File: config.mk
export PLATFORM = sky130hd
export DESIGN_NAME = prog_loader_arb_flat
export DESIGN_NICKNAME = d
export VERILOG_FILES = /design/src/rtl/prog_loader_pkg.sv /design/src/rtl/prog_loader_arb_if.sv /design/src/rtl/prog_loader_arb.sv /design/src/flat_wrapper.sv
export SDC_FILE = /design/constraint.sdc
export NUM_CORES = 1
export LEC_CHECK = 0
export CORE_MARGIN = 10
export CORE_UTILIZATION = 43
export CTS_CLUSTER_DIAMETER = 50
export DETAILED_ROUTE_END_ITERATION = 6
export GPL_ROUTABILITY_DRIVEN = 0
export GPL_TIMING_DRIVEN = 0
export PLACE_DENSITY = 0.91
export RECOVER_POWER = 25
export SLEW_MARGIN = 30
export SYNTH_ARGS = -nofsm -noshare
export SYNTH_HDL_FRONTEND = slang
export SYNTH_SLANG_ARGS = --single-unit
File: constraint.sdc
create_clock -name clk -period 3.1 [get_ports clk]
set_clock_uncertainty 0.2 [all_clocks]
set_input_delay 0.465 -clock clk [delete_from_list [all_inputs] [get_ports clk]]
set_output_delay 0.465 -clock clk [all_outputs]
set_load 0.02 [all_outputs]
File: src/rtl/prog_loader_pkg.sv
// Shared types for the program-RAM arbiter: FSM state encoding and drain length.
// Optional checksum logic in prog_loader_arb is enabled by PROG_LOADER_CHECKSUM_EN.
package prog_loader_pkg;

    typedef enum logic [1:0] {
        S_IDLE  = 2'd0,
        S_DRAIN = 2'd1,
        S_LOAD  = 2'd2,
        S_DONE  = 2'd3
    } state_t;

    // Cycles spent in DRAIN so a fetch issued in the last IDLE cycle can return.
    localparam int DRAIN_CYCLES = 1;

endpackage

File: src/rtl/prog_loader_arb_if.sv
// Loader byte stream and CPU fetch port of the program-RAM arbiter.
// master = loader/CPU side, slave = prog_loader_arb.
interface prog_loader_arb_if #(
    parameter int ADDR_WIDTH = 8,
    parameter int DATA_WIDTH = 8
);

    // Handshake: a byte moves on a rising clk edge where ld_valid && ld_ready are
    // both high; ld_data/ld_last are sampled only on that edge. cpu_req is a plain
    // request, cpu_valid answers it one cycle later, and cpu_hold=1 means the
    // request is dropped.
    logic                  ld_valid;
    logic [DATA_WIDTH-1:0] ld_data;
    logic                  ld_last;
    logic                  ld_ready;

    logic                  cpu_req;
    logic [ADDR_WIDTH-1:0] cpu_addr;
    logic [DATA_WIDTH-1:0] cpu_data;
    logic                  cpu_valid;
    logic                  cpu_hold;

    modport master (
        output ld_valid, ld_data, ld_last, cpu_req, cpu_addr,
        input  ld_ready, cpu_data, cpu_valid, cpu_hold
    );

    modport slave (
        input  ld_valid, ld_data, ld_last, cpu_req, cpu_addr,
        output ld_ready, cpu_data, cpu_valid, cpu_hold
    );

endinterface

File: src/rtl/prog_loader_arb.sv
// Shares the single-port program RAM between CPU fetch and a byte-stream loader.
// Define PROG_LOADER_CHECKSUM_EN to compute a running byte sum on ld_sum.
module prog_loader_arb
    import prog_loader_pkg::*;
#(
    parameter int ADDR_WIDTH = 8,
    parameter int DATA_WIDTH = 8
) (
    input  logic                  clk,
    input  logic                  rst_n,
    input  logic                  load_start,
    prog_loader_arb_if.slave      bus,
    output logic [ADDR_WIDTH-1:0] mem_addr,
    output logic [DATA_WIDTH-1:0] mem_din,
    output logic                  mem_we,
    input  logic [DATA_WIDTH-1:0] mem_dout,
    output logic [ADDR_WIDTH:0]   ld_count,
    output logic                  ld_done,
    output logic                  ld_ovf,
    output logic [DATA_WIDTH-1:0] ld_sum,
    output state_t                dbg_state
);

    localparam int DRAIN_W = (DRAIN_CYCLES > 1) ? $clog2(DRAIN_CYCLES) : 1;
    localparam logic [DRAIN_W-1:0]    DRAIN_END  = DRAIN_W'(DRAIN_CYCLES - 1);
    localparam logic [ADDR_WIDTH-1:0] PTR_LAST   = '1;
    localparam logic [ADDR_WIDTH:0]   COUNT_FULL = {1'b1, {ADDR_WIDTH{1'b0}}};

    state_t                state;
    state_t                state_nxt;
    logic [ADDR_WIDTH-1:0] ptr;
    logic [ADDR_WIDTH:0]   count_q;
    logic                  ovf_q;
    logic                  cpu_valid_q;
    logic [DRAIN_W-1:0]    drain_cnt;

    logic                  load_ok;
    logic                  xfer;
    logic                  final_xfer;
    logic                  ld_ready_c;
    logic                  cpu_hold_c;

    assign load_ok    = (state == S_IDLE) && load_start;
    assign xfer       = (state == S_LOAD) && bus.ld_valid;
    // The top address ends the load even without ld_last, so ptr never wraps to 0.
    assign final_xfer = xfer && (bus.ld_last || (ptr == PTR_LAST));

    always_ff @(posedge clk or negedge rst_n) begin
        if (!rst_n) begin
            state <= S_IDLE;
        end else begin
            state <= state_nxt;
        end
    end

    always_comb begin
        state_nxt  = state;
        mem_addr   = ptr;
        mem_din    = '0;
        mem_we     = 1'b0;
        ld_ready_c = 1'b0;
        cpu_hold_c = 1'b1;
        ld_done    = 1'b0;
        case (state)
            S_IDLE: begin
                mem_addr   = bus.cpu_addr;
                cpu_hold_c = 1'b0;
                if (load_start) begin
                    state_nxt = S_DRAIN;
                end
            end
            S_DRAIN: begin
                if (drain_cnt == DRAIN_END) begin
                    state_nxt = S_LOAD;
                end
            end
            S_LOAD: begin
                ld_ready_c = 1'b1;
                if (bus.ld_valid) begin
                    mem_we  = 1'b1;
                    mem_din = bus.ld_data;
                end
                if (final_xfer) begin
                    state_nxt = S_DONE;
                end
            end
            S_DONE: begin
                ld_done   = 1'b1;
                state_nxt = S_IDLE;
            end
            default: begin
                state_nxt = S_IDLE;
            end
        endcase
    end

    always_ff @(posedge clk or negedge rst_n) begin
        if (!rst_n) begin
            ptr         <= '0;
            count_q     <= '0;
            ovf_q       <= 1'b0;
            cpu_valid_q <= 1'b0;
            drain_cnt   <= '0;
        end else begin
            // Only IDLE grants fetches; a request in the load_start cycle still returns.
            cpu_valid_q <= (state == S_IDLE) && bus.cpu_req;
            if (load_ok) begin
                ptr       <= '0;
                count_q   <= '0;
                ovf_q     <= 1'b0;
                drain_cnt <= '0;
            end else begin
                if (state == S_DRAIN) begin
                    drain_cnt <= drain_cnt + 1'b1;
                end
                if (xfer) begin
                    if (ptr != PTR_LAST) begin
                        ptr <= ptr + 1'b1;
                    end
                    if (count_q != COUNT_FULL) begin
                        count_q <= count_q + 1'b1;
                    end
                    if (!bus.ld_last && (ptr == PTR_LAST)) begin
                        ovf_q <= 1'b1;
                    end
                end
            end
        end
    end

`ifdef PROG_LOADER_CHECKSUM_EN
    logic [DATA_WIDTH-1:0] sum_q;

    always_ff @(posedge clk or negedge rst_n) begin
        if (!rst_n) begin
            sum_q <= '0;
        end else if (load_ok) begin
            sum_q <= '0;
        end else if (xfer) begin
            sum_q <= sum_q + bus.ld_data;
        end
    end

    assign ld_sum = sum_q;
`else
    assign ld_sum = '0;
`endif

    assign bus.ld_ready  = ld_ready_c;
    assign bus.cpu_hold  = cpu_hold_c;
    assign bus.cpu_valid = cpu_valid_q;
    assign bus.cpu_data  = cpu_valid_q ? mem_dout : '0;
    assign ld_count      = count_q;
    assign ld_ovf        = ovf_q;
    assign dbg_state     = state;

    a_we_only_in_load : assert property (
        @(posedge clk) disable iff (!rst_n) mem_we |-> (state == S_LOAD));
    a_no_fetch_in_load : assert property (
        @(posedge clk) disable iff (!rst_n) (state == S_LOAD) |-> !cpu_valid_q);
    a_drain_to_load : assert property (
        @(posedge clk) disable iff (!rst_n) (state == S_DRAIN) |=> (state == S_LOAD));

endmodule

File: src/flat_wrapper.sv
// flat-port wrapper written by rule: the top's interface ports become plain ports
module prog_loader_arb_flat import prog_loader_pkg::*;
#(
    parameter int ADDR_WIDTH = 8,
    parameter int DATA_WIDTH = 8
)
  (clk, rst_n, load_start, mem_addr, mem_din, mem_we, mem_dout, ld_count, ld_done, ld_ovf, ld_sum, dbg_state, bus_ld_valid, bus_ld_data, bus_ld_last, bus_cpu_req, bus_cpu_addr, bus_ld_ready, bus_cpu_data, bus_cpu_valid, bus_cpu_hold);
  prog_loader_arb_if #(.ADDR_WIDTH(ADDR_WIDTH), .DATA_WIDTH(DATA_WIDTH)) bus_i ();
  input  logic clk;
  input  logic rst_n;
  input  logic load_start;
  output logic [ADDR_WIDTH-1:0] mem_addr;
  output logic [DATA_WIDTH-1:0] mem_din;
  output logic mem_we;
  input  logic [DATA_WIDTH-1:0] mem_dout;
  output logic [ADDR_WIDTH:0] ld_count;
  output logic ld_done;
  output logic ld_ovf;
  output logic [DATA_WIDTH-1:0] ld_sum;
  output state_t dbg_state;
  input wire logic [$bits(bus_i.ld_valid)-1:0] bus_ld_valid;
  input wire logic [$bits(bus_i.ld_data)-1:0] bus_ld_data;
  input wire logic [$bits(bus_i.ld_last)-1:0] bus_ld_last;
  input wire logic [$bits(bus_i.cpu_req)-1:0] bus_cpu_req;
  input wire logic [$bits(bus_i.cpu_addr)-1:0] bus_cpu_addr;
  output wire logic [$bits(bus_i.ld_ready)-1:0] bus_ld_ready;
  output wire logic [$bits(bus_i.cpu_data)-1:0] bus_cpu_data;
  output wire logic [$bits(bus_i.cpu_valid)-1:0] bus_cpu_valid;
  output wire logic [$bits(bus_i.cpu_hold)-1:0] bus_cpu_hold;
  assign bus_i.ld_valid = bus_ld_valid;
  assign bus_i.ld_data = bus_ld_data;
  assign bus_i.ld_last = bus_ld_last;
  assign bus_i.cpu_req = bus_cpu_req;
  assign bus_i.cpu_addr = bus_cpu_addr;
  assign bus_ld_ready = bus_i.ld_ready;
  assign bus_cpu_data = bus_i.cpu_data;
  assign bus_cpu_valid = bus_i.cpu_valid;
  assign bus_cpu_hold = bus_i.cpu_hold;
  prog_loader_arb #(.ADDR_WIDTH(ADDR_WIDTH), .DATA_WIDTH(DATA_WIDTH)) u_core (.clk(clk), .rst_n(rst_n), .load_start(load_start), .bus(bus_i), .mem_addr(mem_addr), .mem_din(mem_din), .mem_we(mem_we), .mem_dout(mem_dout), .ld_count(ld_count), .ld_done(ld_done), .ld_ovf(ld_ovf), .ld_sum(ld_sum), .dbg_state(dbg_state));
endmodule
# Word level (Yosys, flattened, before mapping)
# Index checks and enable logic that the tools add are counted.
totals:
  reg_bits: 22
  in_bits: 30
  out_inout_bits: 49
op_classes:
  add_sub_neg: 3
  n_eq_ne: 9
  muxes: 24
  reduce_logical: 17
ops:
  columns: ["operator", "n"]
  rows:
  - ["$mux 8", 7]
  - ["$mux 9", 3]
  - ["$mux 1", 10]
  - ["$reduce_bool 2->1", 5]
  - ["$add 9x1->9 const B", 1]
  - ["$ne 9x9->1 const B", 1]
  - ["$add 8x1->8 const B", 1]
  - ["$eq 8x8->1 const B", 1]
  - ["$ne 8x8->1 const B", 1]
  - ["$pmux 2 s4", 1]
  - ["$mux 2", 3]
  - ["$reduce_and 2->1", 3]
  - ["$logic_and 1x1->1", 5]
  - ["$eq 2x2->1 const B", 2]
  - ["$ne 2x2->1 const B", 2]
  - ["$reduce_and 3->1", 1]
  - ["$eq 2x1->1 const B", 1]
  - ["$logic_not 2->1", 1]
  - ["$ne 2x1->1 const B", 1]
  - ["$add 1x1->1 const B", 1]
  - ["$logic_not 1->1", 1]
  - ["$logic_or 1x1->1", 1]

# Logic depth before layout (Yosys ltp)
# Gate-level depths: netlist of the first run.
logic_depth:
  word_depth: 5
  ltp_mapped: 7
  mapped_depth_nobuf: 7

# Worst setup path before layout of the first run
# Ideal clock, no wire load.
synth_path:
  path_kind: "reg-to-output"
  start: "reg u_core.state[0], in the netlist u_core.dbg_state[0]"
  end: "out mem_din[0]"
  t_arrival_ns: 1.510
  required_ns: 2.435
  path_slack_ns: 0.925
  path_stages_with_launch: 5
  path_buffers: 1
  cell_sequence: "dfrtp_1 -> inv_1 -> ha_1 -> clkbuf_1 -> and3_1"
synth_via:
  elab_chain_cells: 2
synth_lines:
  columns: ["item", "line_no", "rtl"]
  rows:
  - ["start, declared", "prog_loader_arb.sv:29", "state_t state;"]
  - ["start signal, assigned", "prog_loader_arb.sv:52", "state <= state_nxt;"]
  - ["$eq 2x2->1", "prog_loader_arb.sv:64", "case (state)"]
  - ["$mux 8", "prog_loader_arb.sv:64", null]
  - ["end, declared", "flat_wrapper.sv:13", "output logic [DATA_WIDTH-1:0] mem_din;"]
# No other way between the ends.

# Final worst setup path of the first run
layout_path:
  start: "reg u_core.state[0], in the netlist u_core.dbg_state[0]"
  end: "out mem_din[4]"
# Same word-level chain as after synthesis.

==> results.json, run 1 <==
{
  "cp.required_ns": 2.43,
  "wl_met1_mm": 1.784,
  "power.share.clock_pct": 14.7,
  "cp_max_fo": 10,
  "synth_top_flop_cell": "dfrtp_1",
  "crit_family": "buffers and inverters",
  "clk_pin_slew_ns": 0.13,
  "grt_usage_pct": 13.39,
  "dieArea_um2": 6255,
  "synthAdderAreaFrac_pct": 6.667,
  "cts_root_buf": "clkbuf_4",
  "setup-tns-final_ns": 0,
  "fin_crit_ns": 2.952,
  "first_global_vias": 1423,
  "numCtsBuffers": 3,
  "final_area_um2": 2344,
  "ir_worst_vdd_mv": 0.4988,
  "synth_compound_area_share_pct": 10.33,
  "clockBufferDepth": 2,
  "setup_viol": 0,
  "max-slew-margin-rel_pct": 19.17,
  "die_x_um": 79.09,
  "drtIter0Drc": 47,
  "dp_hpwl_mm": 3.456,
  "syn_area_um2": 1501,
  "postRouteAntennaNets": 0,
  "drv_slew": 0,
  "dr_wl_met3_um": 427,
  "insertion_delay_ns": 0.32,
  "slowest_delay_ns": 0.61,
  "yosysWarnings": 0,
  "period_share_pct": 95.22,
  "rsz0062_at_grt": "no",
  "placed_area_um2": 2281,
  "ff2ff_setup_slack_ns": 1.03,
  "synth_seq_cells": 22,
  "cp.arrival_ns": 2.29,
  "wl_mm": 4.302,
  "synth_top_family_by_area": "simple AND/OR/NAND/NOR gates",
  "switching_share_pct": 40.90,
  "pwr_density_cell_nw_per_um2": 662.7,
  "diodes": 0,
  "min_to": "u_core.ptr[6]$_DFFE_PN0P_",
  "met2_length_mm": 2.030,
  "power.switching_uw": 635.3,
  "hold_class": "flip-flop to flip-flop",
  "syn_inst": 161,
  "clkSinkCount": 22,
  "power_frac_comb_pct": 59.3,
  "htree_levels": 1,
  "num_vias": 1470,
  "synth-xor-area-share_pct": 5.833,
  "clock.fmax_ghz": 0.3388,
  "avgSynthCellArea_um2": 9.326,
  "crit_type": "flip-flop to output port",
  "core_um2": 3363,
  "holdPathStages": 1,
  "top_layer_used": "met4",
  "wire_per_inst_um": 14.89,
  "worst-path-stages": 5,
  "synth_edf_count": 0,
  "final_net_count": 282,
  "leakage_nw": 1.045,
  "die_h_um": 79.09,
  "synth-simple-area-share_pct": 25.83,
  "r2r_cells": 7,
  "power.total_mw": 1.553,
  "port_buffers": 70,
  "via_per_inst": 5.087,
  "ios": 79,
  "num_rows": 21,
  "synth.area.mux_share_pct": 6.667,
  "grt_pass1_wl_mm": 6.893,
  "outcome": "completed",
  "cts_tree": "built",
  "grt_max_degree": 23,
  "hp-start": "u_core.ptr[6]$_DFFE_PN0P_",
  "drive_above_1_share_pct": 12.35,
  "hold_viol": 0,
  "regToRegStartpoint": "u_core.dbg_state[0]$_DFFE_PN0P_",
  "synth-seq-area-share_pct": 36.67,
  "start_util_pct": 44.64,
  "p_seq_share_pct": 26.0,
  "remaining_drc_errors": 0,
  "path_cells": "inv_1 > ha_1 > clkbuf_2 > and3_1 > clkdlybuf4s50_1",
  "synth-async-reset-ratio_pct": 100.0,
  "cpMaxStageDelayCell": "clkdlybuf4s50_1",
  "reg2reg_to": "u_core.ptr[7]$_DFFE_PN0P_",
  "yosysUniqueCellTypes": 43,
  "endpoint_kind": "output port",
  "syn_to_final_growth_pct": 56.08,
  "start_kind": "flip-flop",
  "worst-path-buf-inv": 3,
  "first_pass_iters": 4,
  "maxCapViolations": 0,
  "grt_overflow": 0,
  "hold_slack_ns": 0.3318,
  "p_int_uw": 917.8,
  "antenna_found_initial": 0,
  "worst_pin_slew_ns": 1.212
}
## power by group through the flow
stage | registers, mW | clock network, mW | logic, mW
5_1_grt | 0.412 | 0.244 | 1.01
4_1_cts | 0.403 | 0.232 | 0.930
6_report | 0.403 | 0.229 | 0.921
2_1_floorplan | 0.428 | 0 | 0.524
3_3_place_gp | 0.403 | 0 | 0.908
3_5_place_dp | 0.409 | 0 | 0.922
## placed cells by master, fill, tap and decap left out, types with 8 or more instances in the layout
| master | instances |
|---|---|
| nand2_1 | 8 |
| clkdlybuf4s50_1 | 69 |
| nand3_1 | 8 |
| and2_1 | 10 |
| ha_1 | 8 |
| and3_1 | 9 |
| mux2_2 | 8 |
| conb_1 | 8 |
| nor2_1 | 14 |
| dfrtp_1 | 22 |
| buf_4 | 8 |
## timing repair
| action | 4_1_cts | 5_1_grt |
|---|---|---|
| hold buffers | 1 | 0 |
| gates resized for setup | 0 | 2 |
| buffers inserted | 0 | 0 |
| setup endpoints to repair | 0 | 8 |
| endpoints found under the hold margin | 22 | 0 |
## layout make-up
type,count,area [µm²]
Sequential cell,22,550.5
Inverter,6,27.53
Fill cell,300,1020
Tap cell,46,57.56
Timing Repair Buffer,71,704.4
Clock inverter,1,30.03
Buffer,13,90.09
Multi-Input combinational cell,127,860.8
Clock buffer,3,22.52
## registers in the layout (all words and copies together) (netlist names)
signal / cells
u_core.drain_cnt: 1
u_core.bus.cpu_valid: 1
u_core.ld_ovf: 1
u_core.dbg_state: 2
u_core.ptr: 8
u_core.ld_count: 9
## Yosys cell counts, types with 5 or more instances
master / number / area (µm²)
buf_4: 8 / 60.06
ha_1: 8 / 100.1
and2_1: 10 / 62.56
xor2_1: 6 / 52.55
dfrtp_1: 22 / 550.5
nand3_1: 8 / 40.04
nor2_1: 14 / 52.55
nand2_1: 8 / 30.03
and3_1: 9 / 56.30
mux2_2: 8 / 90.09
a21oi_1: 5 / 25.02
## metal layers
metal  vias up  track usage (%)
met5         -                0
met4         0            4.839
met3         7            6.081
met2        56            22.92
met1       696            14.16
li1        711                -
## cells by family (layout without fill, tap and decap cells)
logic type,after synthesis,in the layout
buffers and inverters,19,94
multiplexers,9,9
AND/OR/NAND/NOR,70,70
adder cells (fa/ha/maj),8,8
flip-flops,22,22
AO/OA/AOI/OAI,22,22
XOR/XNOR,10,10
other,1,8
## worst max-delay path by stage
stage                             to  slack, ns                            start
final                     mem_din[4]       0.15  u_core.dbg_state[0]$_DFFE_PN0P_
after global routing      mem_din[2]       0.02  u_core.dbg_state[0]$_DFFE_PN0P_
after CTS                 mem_din[4]       0.07  u_core.dbg_state[0]$_DFFE_PN0P_
after detailed placement  mem_din[4]       0.44  u_core.dbg_state[0]$_DFFE_PN0P_
after global placement    mem_din[1]       0.49  u_core.dbg_state[0]$_DFFE_PN0P_
after floorplan           mem_din[0]       0.92  u_core.dbg_state[0]$_DFFE_PN0P_
## through the flow
stage	instances	util (%)	setup slack, ns
after floorplan	168	-	0.9249
after global placement	284	67.97	0.4895
after detailed placement	284	67.82	0.4449
after CTS	289	69.68	0.07158
after global routing	289	69.68	0.01886
final	289	69.68	0.1482
(Power assumes the default switching activity.)
==> inputs of run 2 (changes only) <==
Settings changed: TNS_END_PERCENT set to 50.
==> results of run 2 <==
The final DEF is identical to that of run 1; final timing and power are the same.
